File: config.mk
export PLATFORM = sky130hd
export DESIGN_NAME = stopwatch_ctrl
export DESIGN_NICKNAME = d
export VERILOG_FILES = /design/src/rtl/stopwatch_ctrl.sv
export SDC_FILE = /design/constraint.sdc
export NUM_CORES = 1
export LEC_CHECK = 0
export CAP_MARGIN = 30
export CORE_MARGIN = 1.5
export CORE_UTILIZATION = 45
export CTS_BUF_LIST = sky130_fd_sc_hd__clkbuf_16
export DETAILED_ROUTE_END_ITERATION = 6
export PLACE_DENSITY = 0.75
export SLEW_MARGIN = 40
export SYNTH_ARGS = -nofsm -noshare
export SYNTH_HDL_FRONTEND = slang
export SYNTH_SLANG_ARGS = --single-unit
File: constraint.sdc
create_clock -name clk -period 1.6 [get_ports clk]
set_input_delay 0.24 -clock clk [delete_from_list [all_inputs] [get_ports clk]]
set_output_delay 0.24 -clock clk [all_outputs]
set_load 0.05 [all_outputs]
File: src/rtl/stopwatch_ctrl.sv
// Stopwatch sequencer: IDLE/RUN/PAUSE FSM, tick prescaler, cascaded BCD digits,
// lap freeze of the displayed value and sticky overflow.
module stopwatch_ctrl #(
  parameter int TICK_DIV = 10,
  parameter int NDIG     = 4
) (
  input  logic                clk,
  input  logic                rst,
  input  logic                start_stop,
  input  logic                clear,
  input  logic                lap,
  output logic [4*NDIG-1:0]   digits,
  output logic                running,
  output logic                frozen,
  output logic                overflow
);

  localparam int PW = $clog2(TICK_DIV);

  typedef enum logic [1:0] {IDLE, RUN, PAUSE} state_t;

  state_t              state, state_nxt;
  logic [PW-1:0]       presc, presc_nxt;
  logic [4*NDIG-1:0]   count, count_nxt, count_inc;
  logic [4*NDIG-1:0]   lap_reg, lap_nxt;
  logic                frozen_nxt, overflow_nxt;
  logic                tick;
  logic [NDIG:0]       carry;

  // One decade step; anything at or above 9 wraps so digits stay in 0..9.
  function automatic logic [3:0] bcd_inc(input logic [3:0] d);
    return (d >= 4'd9) ? 4'd0 : d + 4'd1;
  endfunction

  assign tick = (state == RUN) && (presc == PW'(TICK_DIV - 1));

  // Carry enters digit i only when every lower digit sits at 9; all digits update together.
  always_comb begin
    carry     = '0;
    count_inc = count;
    carry[0]  = tick;
    for (int i = 0; i < NDIG; i++) begin
      carry[i+1] = carry[i] && (count[4*i +: 4] == 4'd9);
      if (carry[i]) count_inc[4*i +: 4] = bcd_inc(count[4*i +: 4]);
    end
  end

  always_comb begin
    state_nxt    = state;
    presc_nxt    = presc;
    count_nxt    = count;
    lap_nxt      = lap_reg;
    frozen_nxt   = frozen;
    overflow_nxt = overflow;
    if (clear) begin
      state_nxt    = IDLE;
      presc_nxt    = '0;
      count_nxt    = '0;
      lap_nxt      = '0;
      frozen_nxt   = 1'b0;
      overflow_nxt = 1'b0;
    end else begin
      if (state == RUN) begin
        presc_nxt = tick ? '0 : presc + PW'(1);
        count_nxt = count_inc;
        if (carry[NDIG]) overflow_nxt = 1'b1;
      end
      case (state)
        IDLE:  if (start_stop) state_nxt = RUN;
        RUN: begin
          if (start_stop) begin
            state_nxt = PAUSE;
          end else if (lap) begin
            frozen_nxt = !frozen;
            // Capture the value on display when lap is pressed.
            if (!frozen) lap_nxt = count;
          end
        end
        PAUSE: if (start_stop) state_nxt = RUN;
        default: state_nxt = IDLE;
      endcase
    end
  end

  always_ff @(posedge clk) begin
    if (rst) begin
      state    <= IDLE;
      presc    <= '0;
      count    <= '0;
      lap_reg  <= '0;
      frozen   <= 1'b0;
      overflow <= 1'b0;
    end else begin
      state    <= state_nxt;
      presc    <= presc_nxt;
      count    <= count_nxt;
      lap_reg  <= lap_nxt;
      frozen   <= frozen_nxt;
      overflow <= overflow_nxt;
    end
  end

  assign running = (state == RUN);
  assign digits  = frozen ? lap_reg : count;

endmodule

# ---- Yosys cells after proc, flatten, opt, wreduce, memory -nomap -nowiden
# Index checks and enable logic that the tools add are counted.
dict set report classes {
  addsub 5
  order_cmp 4
  eq_ne 9
  n_mux 9
  n_bitwise 1
  n_reduce_logical 16
}
# operator count
set ops {}
lappend ops {{adder 4 x 1 -> 4 bit (second input constant)} 5}
lappend ops {{equality test 4 bit (second input constant)} 5}
lappend ops {{two-way mux 4 bit} 5}
lappend ops {{greater-or-equal comparator 4 bit (second input constant)} 4}
lappend ops {{two-way mux 16 bit} 1}
lappend ops {{AND reduction 2 bit} 6}
lappend ops {{logical AND 1 bit} 5}
lappend ops {{two-way mux 2 bit} 2}
lappend ops {{case mux 2 bit (2 select lines)} 1}
lappend ops {{OR reduction 2 bit} 2}
lappend ops {{AND reduction 3 bit} 1}
lappend ops {{equality test 2 x 1 -> 1 bit (second input constant)} 1}
lappend ops {{equality test 2 bit (second input constant)} 1}
lappend ops {{zero test 2 bit} 1}
lappend ops {{!= test 2 x 1 -> 1 bit (second input constant)} 1}
lappend ops {{!= test 2 bit (second input constant)} 1}
lappend ops {{zero test 1 bit} 1}
lappend ops {{inverter 1 bit} 1}
dict set report word_totals {
  regBits 40
  input_bits 5
  out_inout_bits 19
  wordCells 53
}

# ---- Depth between registers and ports, before layout
dict set report depth {
  depth_word 7
  mapped_depth 6
}

# ---- Worst setup path after synthesis
# OpenSTA, ideal clock, no wires.
dict set report synth_path {
  path_kind {reg-to-reg}
  from {register frozen}
  to {register lap_reg[0]}
  setup_time_ns 0.070
  arrival_time_ns 2.336
  required_time_ns 1.530
  slack_ns -0.806
  stages_incl_launch_ff 6
  path_buffers 2
  path_cell_list {dfxtp_1 > clkbuf_1 > buf_2 > o21ai_0 > mux2i_1 > nor2_1}
}
dict set report synth_between {
  elab_chain_cells 1
}
# item line_no
set synth_rtl {}
lappend synth_rtl {{start: declaration} 14} ;# output logic frozen,
lappend synth_rtl {{start signal: assignment} 98} ;# frozen <= frozen_nxt;
lappend synth_rtl {{two-way mux 16 bit} n/a}
lappend synth_rtl {{named net digits[0]} 12} ;# output logic [4*NDIG-1:0] digits,
lappend synth_rtl {{end signal: assignment} 97} ;# lap_reg <= lap_nxt;
lappend synth_rtl {{end: declaration} 25} ;# logic [4*NDIG-1:0] lap_reg, lap_nxt;
# The timed path passes the listed nets, and every way through them passes these cells.
# A chain may end at the register's enable or synchronous reset.

# ---- Worst setup path after layout
dict set report layout_path {
  from {register frozen}
  to {output digits[11]}
}
dict set report layout_between {
  elab_chain_cells 1
}
# item line_no
set layout_rtl {}
lappend layout_rtl {{two-way mux 16 bit} n/a}
lappend layout_rtl {{end: declaration} 12}
# No other way between the ends.

==> results_dict.tcl <==
set metrics [dict create \
    insertion_delay_ps 280 \
    die_h_um 71.1 \
    grt_pass1_vias 1710 \
    drt_first_pass_iters 4 \
    fin_cells 330 \
    ys_async_sr_fraction_pct 0 \
    die_area_um2 5060 \
    ff2ff_path_depth 6 \
    drt-total-wl_mm 4.63 \
    synth-edff-count 0 \
    path_cells "mux2_2 > buf_4" \
    crit_slowest_cell "dfxtp_4" \
    crit_type "reg -> out" \
    ant_nets 0 \
    period_needed_ps 1590 \
    fin_area_um2 2980 \
    critPathCaptureType "output port" \
    reg2reg_setup_slack_ps 20 \
    cts_sinks 40 \
    root_buffer "clkbuf_16" \
    critPathTopFamily "flip-flops" \
    viasPerCell 5.32 \
    netlist_area_um2 2090 \
    critical_path_required_ps 1360 \
    drc 0 \
    grt_usage_pct 19.6 \
    dp.cells 315 \
    clkTransAtPathRegs_ps 60 \
    syn-num-nets 241 \
    cp_max_fo 15 \
    timing.rr.start "count[9]$_SDFFE_PP0P_" \
    die_w_um 71.1 \
    finalSetupViolations 0 \
    diodes 0 \
    timing_hold_violations_final 0 \
    max-cap-violations 0 \
    critical_path.startpoint "frozen$_SDFFE_PP0P_" \
    startpoint_type "flop" \
    outcome "finished, final reports clean" \
    hpwl_mm 3.19 \
    coreArea_um2 4410 \
    placed_cell_area_um2 2690 \
    num_io_pins 24 \
    antenna_found_initial 0 \
    slew_viol_final 0 \
    clockPowerShare_pct 46.3 \
    mostFrequentLayoutCell "buf_4" \
    final_cell_mix "buf_4 (41), nor2_1 (36), dfxtp_1 (34)" \
    place_ws_ps -19.4 \
    netSwitchingPower_mw 0.423 \
    vdd_drop_max_mv 0.507 \
    ys_types 43 \
    io_buffers 23 \
    endpoint "digits[11]" \
    place.gp.congestion 0.856 \
    p_sw_share_pct 20.9 \
    cp.arrival_ps 1350 \
    clk_path_buf_depth 2 \
    synth.yosys.warnings 0 \
    syn2layout_area_growth_pct 42.5 \
    min_path_type "reg -> reg" \
    power_density_nw_per_um2 682 \
    cp.depth 2 \
    cts_tree "done" \
    synth-seq-area-share_pct 38.3 \
    ctsHoldBuffers 0 \
    finalWorstSetupSlack_ps 13.1 \
    synth.top_cell.area_share_pct 38.3 \
    yosysTopAreaCell "dfxtp_1" \
    power_frac_comb_pct 4.4 \
    synthCells 222 \
    synth-seq-cells 40 \
    worst_slew_pin_slew_ps 454 \
    grt_max_degree 18 \
    period_share_pct 99.2 \
    power.internal_mw 1.61 \
    reg2reg_to "count[15]$_SDFFE_PP0P_" \
    rows 24 \
    seqPwrFrac_pct 49.3 \
    postSynthAreaPerCell_um2 9.41 \
    drive_gt1_share_pct 39.6 \
    timing.fmax_mhz 630 \
    worst_clock_skew_ps 4.49 \
    htree_levels 2 \
    leakage_nw 1.24 \
    overflow 0 \
    start_util_pct 47.3 \
    netlist_top_cells_area "dfxtp_1 (38%), mux2i_1 (9.1%), ha_1 (8.4%)" \
    grt_pass1_wl_mm 7.84 \
    wire_per_inst_um 14.0 \
    slowest_delay_ps 490 \
    num-fill-cells 316 \
    first_iter_violations 122 \
    yosys_most_used_dff "dfxtp_1" \
    cts_buffers 5 \
    fin_nets 296 \
    vias 1755 \
    slew_headroom_pct 69.6 \
    worst-path-buf-inv 1 \
    rsz0062_at_grt "true" \
]
[area by class of cell]
class	count	area [um2]	area share [%]
Multi-Input combinational cell	160	1320	44.5
Clock inverter	3	13.8	0.463
Clock buffer	5	125	4.21
Sequential cell	40	811	27.2
Tap cell	52	65.1	2.19
Inverter	13	48.8	1.64
Timing Repair Buffer	57	588	19.8
[per-stage QoR]
step / power (mW) / utilization [%] / setup TNS, ps / hold WS, ps
3_5_place_dp: 1.11 / 60.9 / -61.6 / 480
4_1_cts: 2.05 / 65.3 / 0 / 493
6_report: 2.03 / 67.4 / 0 / 484
2_1_floorplan: 1.07 / - / 0 / 402
3_3_place_gp: 1.11 / 60.9 / 0 / 465
5_1_grt: 2.09 / 67.4 / -276 / 511
[how the worst min path moves through the flow]
stage,from,slack (ps),depth (start not counted),endpoint
2_1_floorplan,start_stop,400,2,state[1]$_SDFFE_PP0P_
3_3_place_gp,overflow$_SDFFE_PP0P_,460,1,overflow$_SDFFE_PP0P_
3_5_place_dp,overflow$_SDFFE_PP0P_,480,1,overflow$_SDFFE_PP0P_
4_1_cts,overflow$_SDFFE_PP0P_,490,1,overflow$_SDFFE_PP0P_
5_1_grt,overflow$_SDFFE_PP0P_,510,1,overflow$_SDFFE_PP0P_
6_report,overflow$_SDFFE_PP0P_,480,1,overflow$_SDFFE_PP0P_
[logic make-up (layout without fill, tap and decap cells)]
logic type,after synthesis,after routing,synth area share (%)
compound gates,28,28,9.11
xor+xnor,8,8,3.36
fa+ha+maj,14,14,8.39
buf+inv,22,78,4.67
flops,40,40,38.3
mux,27,27,13.4
simple gates,83,83,22.7
[power by group through the flow]
stage / Clock (mW) / Sequential, mW / Combinational (mW)
after CTS: 0.958 / 1.00 / 0.0869
after global placement: 0 / 1.02 / 0.0855
after detailed placement: 0 / 1.02 / 0.0852
after global routing: 0.997 / 1.00 / 0.0947
after floorplan: 0 / 1.02 / 0.0451
final: 0.940 / 1.00 / 0.0883
[layer usage]
layer	vias to the layer above	share of wire (%)	routed length [um]	global-route usage [%]
met5	-	0	0	0
met4	0	1.1	50	5.87
met3	5	3.7	170	4.99
met2	33	50	2320	33.3
met1	838	45	2090	24.4
li1	879	-	-	-
[synth_stat cells, types with 3 or more instances]
cell type   n
xnor2_1     6
nand3_1     3
a41oi_1     4
nand2_1    18
dfxtp_1    40
ha_1       14
inv_1      13
clkbuf_1    3
mux2i_1    19
o21ai_0    11
mux2_2      8
nor4_1      3
a21oi_1     3
buf_2       3
nor2_1     36
nor3_1      3
[timing repair]
item | in CTS | in global routing
resized for setup | 8 | 18
gates cloned | 0 | 0
pin swaps | 1 | 7
endpoints found under the setup margin | 14 | 23
setup buffers | 4 | 3
(Power assumes the default switching activity.)
